$ cat config.mk
export PLATFORM = sky130hd
export DESIGN_NAME = mips_operand_issue
export DESIGN_NICKNAME = d
export VERILOG_FILES = /design/src/rtl/mips_operand_issue_pkg.sv /design/src/rtl/mips_operand_issue_regfile.sv /design/src/rtl/mips_operand_issue.sv
export SDC_FILE = /design/constraint.sdc
export NUM_CORES = 2
export LEC_CHECK = 0
export BUFFER_PORTS_ARGS = -buffer_cell sky130_fd_sc_hd__buf_2
export CAP_MARGIN = 0
export CORE_MARGIN = 10
export CORE_UTILIZATION = 30
export CTS_CLUSTER_SIZE = 12
export DETAILED_ROUTE_END_ITERATION = 6
export PLACE_DENSITY = 0.43
export SYNTH_ARGS = -nofsm -noshare
export SYNTH_HDL_FRONTEND = slang
export SYNTH_SLANG_ARGS = --single-unit
export TNS_END_PERCENT = 30
$ cat constraint.sdc
create_clock -name clk -period 2.78 [get_ports clk]
set_input_delay 0.834 -clock clk [delete_from_list [all_inputs] [get_ports clk]]
set_output_delay 0.834 -clock clk [all_outputs]
set_load 0.005 [all_outputs]
$ cat src/rtl/mips_operand_issue_pkg.sv
// Shared definitions for the MIPS operand-issue stage: opcode values, ALUOp
// encodings, the issued operand bundle and a sign-extension helper.
package mips_operand_issue_pkg;

  // Primary opcodes (instr[31:26]) that the stage understands.
  localparam logic [5:0] OP_RTYPE = 6'd0;
  localparam logic [5:0] OP_BEQ   = 6'd4;
  localparam logic [5:0] OP_ADDI  = 6'd8;
  localparam logic [5:0] OP_LW    = 6'd35;
  localparam logic [5:0] OP_SW    = 6'd43;

  // ALUOp encodings consumed by the ALU control decoder.
  localparam logic [1:0] ALUOP_ADD  = 2'b00;
  localparam logic [1:0] ALUOP_SUB  = 2'b01;
  localparam logic [1:0] ALUOP_FUNC = 2'b10;

  // Operand bundle held in the output register.
  typedef struct packed {
    logic [31:0] a;
    logic [31:0] b;
    logic [1:0]  aluop;
    logic [5:0]  func;
    logic [4:0]  rd;
  } issue_bundle_t;

  function automatic logic [31:0] sign_ext16(input logic [15:0] imm);
    return {{16{imm[15]}}, imm};
  endfunction

endpackage

$ cat src/rtl/mips_operand_issue_regfile.sv
// mips_regfile: 32 x DATA_W register file, two combinational read ports,
// one synchronous write port, asynchronous active-low clear.
// Optional macro MIPS_ISSUE_WB_BYPASS_EN forwards a same-cycle write to reads.
module mips_regfile
  import mips_operand_issue_pkg::*;
#(
  parameter int unsigned DATA_W = 32
) (
  input  logic              clk,
  input  logic              rst_n,
  input  logic [4:0]        i_raddr_a,
  output logic [DATA_W-1:0] o_rdata_a,
  input  logic [4:0]        i_raddr_b,
  output logic [DATA_W-1:0] o_rdata_b,
  input  logic              i_we,
  input  logic [4:0]        i_waddr,
  input  logic [DATA_W-1:0] i_wdata
);

  logic [DATA_W-1:0] r_mem [32];

  // Register storage; R0 is never written so it stays zero after reset.
  always_ff @(posedge clk or negedge rst_n) begin
    if (!rst_n) begin
      for (int i = 0; i < 32; i++) begin
        r_mem[i] <= '0;
      end
    end else if (i_we && (i_waddr != 5'd0)) begin
      r_mem[i_waddr] <= i_wdata;
    end
  end

  // Read port A, R0 hard-wired to zero.
  always_comb begin
    o_rdata_a = (i_raddr_a == 5'd0) ? '0 : r_mem[i_raddr_a];
`ifdef MIPS_ISSUE_WB_BYPASS_EN
    if (i_we && (i_waddr != 5'd0) && (i_waddr == i_raddr_a)) begin
      o_rdata_a = i_wdata;
    end
`endif
  end

  // Read port B, R0 hard-wired to zero.
  always_comb begin
    o_rdata_b = (i_raddr_b == 5'd0) ? '0 : r_mem[i_raddr_b];
`ifdef MIPS_ISSUE_WB_BYPASS_EN
    if (i_we && (i_waddr != 5'd0) && (i_waddr == i_raddr_b)) begin
      o_rdata_b = i_wdata;
    end
`endif
  end

endmodule

$ cat src/rtl/mips_operand_issue.sv
// mips_operand_issue: decodes a MIPS instruction, reads its source operands
// and holds the ALU operand bundle in a single valid/ready output stage.
// Optional macro MIPS_ISSUE_WB_BYPASS_EN enables write-back bypass on reads.
module mips_operand_issue
  import mips_operand_issue_pkg::*;
#(
  parameter int unsigned DATA_W = 32
) (
  input  logic              clk,
  input  logic              rst_n,
  input  logic              in_valid,
  output logic              in_ready,
  input  logic [31:0]       in_instr,
  output logic              out_valid,
  input  logic              out_ready,
  output logic [DATA_W-1:0] out_A,
  output logic [DATA_W-1:0] out_B,
  output logic [1:0]        out_ALUOp,
  output logic [5:0]        out_FuncCode,
  output logic [4:0]        out_rd,
  input  logic              wb_en,
  input  logic [4:0]        wb_addr,
  input  logic [DATA_W-1:0] wb_data,
  output logic              illegal
);

  logic [5:0]        w_op;
  logic [4:0]        w_rs;
  logic [4:0]        w_rt;
  logic [DATA_W-1:0] w_rs_data;
  logic [DATA_W-1:0] w_rt_data;
  logic [DATA_W-1:0] w_imm_ext;
  logic              w_accept;
  logic              w_legal;
  issue_bundle_t     w_next;
  issue_bundle_t     r_bundle;
  logic              r_out_valid;
  logic              r_illegal;
  logic              unused_shamt;

  assign w_op      = in_instr[31:26];
  assign w_rs      = in_instr[25:21];
  assign w_rt      = in_instr[20:16];
  assign w_imm_ext = sign_ext16(in_instr[15:0]);
  // Shift amount is not an operand of any supported instruction.
  assign unused_shamt = ^in_instr[10:6];

  mips_regfile #(
    .DATA_W (DATA_W)
  ) u_regfile (
    .clk       (clk),
    .rst_n     (rst_n),
    .i_raddr_a (w_rs),
    .o_rdata_a (w_rs_data),
    .i_raddr_b (w_rt),
    .o_rdata_b (w_rt_data),
    .i_we      (wb_en),
    .i_waddr   (wb_addr),
    .i_wdata   (wb_data)
  );

  // A held bundle blocks new input unless it is consumed this cycle.
  assign in_ready = !r_out_valid || out_ready;
  assign w_accept = in_valid && in_ready;

  // Decode the offered instruction into the bundle it would issue.
  always_comb begin
    w_legal      = 1'b1;
    w_next.a     = w_rs_data;
    w_next.b     = w_rt_data;
    w_next.aluop = ALUOP_ADD;
    w_next.func  = 6'd0;
    w_next.rd    = 5'd0;
    case (w_op)
      OP_RTYPE: begin
        w_next.aluop = ALUOP_FUNC;
        w_next.func  = in_instr[5:0];
        w_next.rd    = in_instr[15:11];
      end
      OP_ADDI, OP_LW: begin
        w_next.b  = w_imm_ext;
        w_next.rd = w_rt;
      end
      OP_SW: begin
        w_next.b = w_imm_ext;
      end
      OP_BEQ: begin
        w_next.aluop = ALUOP_SUB;
      end
      default: begin
        w_legal = 1'b0;
      end
    endcase
  end

  // Output stage: load on accept, drop valid on consume, flag illegal opcodes.
  always_ff @(posedge clk or negedge rst_n) begin
    if (!rst_n) begin
      r_out_valid <= 1'b0;
      r_illegal   <= 1'b0;
      r_bundle    <= '0;
    end else begin
      r_illegal <= w_accept && !w_legal;
      if (w_accept) begin
        // An illegal accept still retires any bundle consumed this cycle.
        r_out_valid <= w_legal;
        if (w_legal) begin
          r_bundle <= w_next;
        end
      end else if (out_ready) begin
        r_out_valid <= 1'b0;
      end
    end
  end

  assign out_valid    = r_out_valid;
  assign illegal      = r_illegal;
  assign out_A        = r_bundle.a;
  assign out_B        = r_bundle.b;
  assign out_ALUOp    = r_bundle.aluop;
  assign out_FuncCode = r_bundle.func;
  assign out_rd       = r_bundle.rd;

endmodule

==> metrics.txt <==
Starting DRT DRC Count 2655; max frequency 0.3923 GHz; Area growth syn-to-layout 19.50%; Crit path largest cell delay 0.33 ns; Synth Area per Inst 14.77 um^2; MaxCap Viol Count 0; via count 37290; PortBufs 153; Hold WS 0.3143 ns; CP max FO 3; Core Box Area 0.1884 mm^2; Post-DP HPWL 141900 um; Die Width 455.8 um; Crit Path Category flop to output port; Cells after Synth 3856; Crit-path slowest cell dfrtp_1; Post-synth EDFFs 0; Post-CTS Setup Inserts 0; IR drop worst, VDD 0.6034 mV; io pins 154; largest net degree at the start of global routing 91; top post-synthesis cells by area dfrtp_1, mux2_2, mux4_2; # DRC 0; Crit path required time 1.95 ns; crit-path cells nor2b_1 -> inv_1 -> buf_2; non-filler cells, final 6633; Final ANT Viol Nets 0; RSZ-0062 raised after global routing no; outcome completed; sequential cell area fraction in the yosys report 0.4845; Layout fillers 17930; vias per cell 5.622; top-area cell type share of the netlist area 0.4845; Clock transition at path regs 0.06 ns; Die H 455.8 um; Pwr Density 719.9 mW/mm^2; Finish-stage setup viols 0; Yosys cell types 56; post-route minimum period 2.549 ns; wire length per cell 33.22 um; layout cells sized above 1 0.5244; routed wire length 220400 um; worst min path class input pin to flop; post-synthesis cell area 0.05697 mm^2; CTS root buf clkbuf_16; most common cell after layout, fill and taps aside dfrtp_1; H-tree level count 4; CP arrival 1.72 ns; CTS tree yes; dpl ws -0.2087 ns; Pleak 29.60 nW; Max transition margin 0.3308; Placed Instance Area 0.06365 mm^2; Initial Util 0.3024; drt first pass iters 7; Yosys reg bits 1103; Tightest Pin Transition 1.002 ns; number of cells after detailed placement 6400; initial antenna violation count 10; Final WS setup 0.2309 ns; skew final 0.02586 ns; Synth warnings 0; CTS resizes 0; Worst setup EP type output port; Final GP Congestion 0.7761; CTS max path bufs 3; Tcrit/Tclk final 0.9170; startpoint types flop; clk_lat worst skew 0.79 ns; CTS Hold Bufs 1; Yosys top cell by area dfrtp_1; Hold Violations, Final 0; final net count 4120; Async SR Flop Fraction 1.000; GRT Residual Overflow 0; syn_nets 3930; CTS sink count 1103; Most used DFF post-synth dfrtp_1; Num CTS Buffers 138; Rows 159; Core Util, Final 0.3613; Total GRT Usage 0.2083; first-pass GRT wire length 315700 um; vias in the first global route 39700; Max Slew Vio Count 0; Die Footprint 0.2077 mm^2; most frequent cells in the layout dfrtp_1, mux2_2, mux4_2, mux2i_1, buf_4; cell area after layout 0.06807 mm^2
[sequential cells by signal, summed over array words and instances (netlist names)]
| signal | flops |
|---|---|
| u_regfile.r_mem | 1024 |
| out_FuncCode | 6 |
| out_B | 32 |
| illegal | 1 |
| out_rd | 5 |
| out_ALUOp | 2 |
| out_A | 32 |
| out_valid | 1 |
[kinds of logic (layout without fill, tap and decap cells)]
kind of cell | Yosys count | in the layout | synth area share
AOI/OAI and AO/OA | 433 | 433 | 0.05816
buffers and inverters | 451 | 731 | 0.03598
DFF | 1103 | 1103 | 0.4845
muxes | 1645 | 1645 | 0.4029
other | 0 | 2 | 0
and+or+nand+nor | 224 | 224 | 0.01843
[cell usage after synthesis, types with 16 or more instances]
library cell	number
o221ai_1	53
and3_1	20
buf_2	135
mux2i_1	232
o22ai_1	47
a22o_1	22
a221oi_1	31
a22oi_1	65
a211oi_1	32
clkbuf_1	229
nor2_1	37
buf_4	20
o21ai_0	27
mux2_2	987
nand2_1	116
a2111oi_0	16
dfrtp_1	1103
buf_1	47
a21oi_1	66
mux4_2	419
a32o_1	32
[final timing paths]
path / start / cells past startpoint / end / slack (ns)
max reg2reg: out_valid$_DFFE_PN0P_ / 6 / out_A[24]$_DFFE_PN0P_ / 0.60
min: in_instr[4] / 2 / out_FuncCode[4]$_DFFE_PN0P_ / 0.31
max in group asynchronous: rst_n / 3 / u_regfile.r_mem[732]$_DFFE_PN0P_ / 1.08
min reg2reg: u_regfile.r_mem[998]$_DFFE_PN0P_ / 0 / u_regfile.r_mem[998]$_DFFE_PN0P_ / 0.40
max: out_valid$_DFFE_PN0P_ / 3 / in_ready / 0.23
min in group asynchronous: rst_n / 2 / u_regfile.r_mem[945]$_DFFE_PN0P_ / 0.62
[power by group]
group | internal, mW | total (mW) | switching [mW]
registers | 19.2 | 21.7 | 2.57
logic | 5.62 | 9.37 | 3.75
clock network | 10.5 | 17.9 | 7.42
[worst max-delay path: cells and delay by family, from the launching register on]
kind                   cells  cell delay (ns)
and+or+nand+nor            1             0.31
DFF                        1             0.33
buffers and inverters      2             0.29
[routing by layer]
metal,part of all wire,vias to the layer above,global-route usage
met3,0.042,339,0.03176
li1,-,15340,-
met1,0.43,20630,0.2690
met4,0.038,2,0.07332
met5,0.000032,-,0
met2,0.49,982,0.3541
[layout make-up]
| type | count | area, um^2 | area share |
|---|---|---|---|
| clock inverters | 32 | 411.6 | 0.006047 |
| multi-input cells | 2302 | 27620 | 0.4057 |
| well taps | 2495 | 3122 | 0.04586 |
| diodes | 2 | 5.005 | 0.00007352 |
| inverters | 5 | 18.77 | 0.0002757 |
| clock buffers | 198 | 4001 | 0.05878 |
| flip-flops and latches | 1103 | 27600 | 0.4055 |
| repair buffers | 496 | 5295 | 0.07778 |
[per-stage QoR]
stage	TNS (ns)	total power, mW
2_1_floorplan	0	27.57
3_3_place_gp	-11.21	31.29
3_5_place_dp	-10.48	31.45
4_1_cts	0	49.57
5_1_grt	0	51.27
6_report	0	49.00
Power figures use the tool's default switching activity.
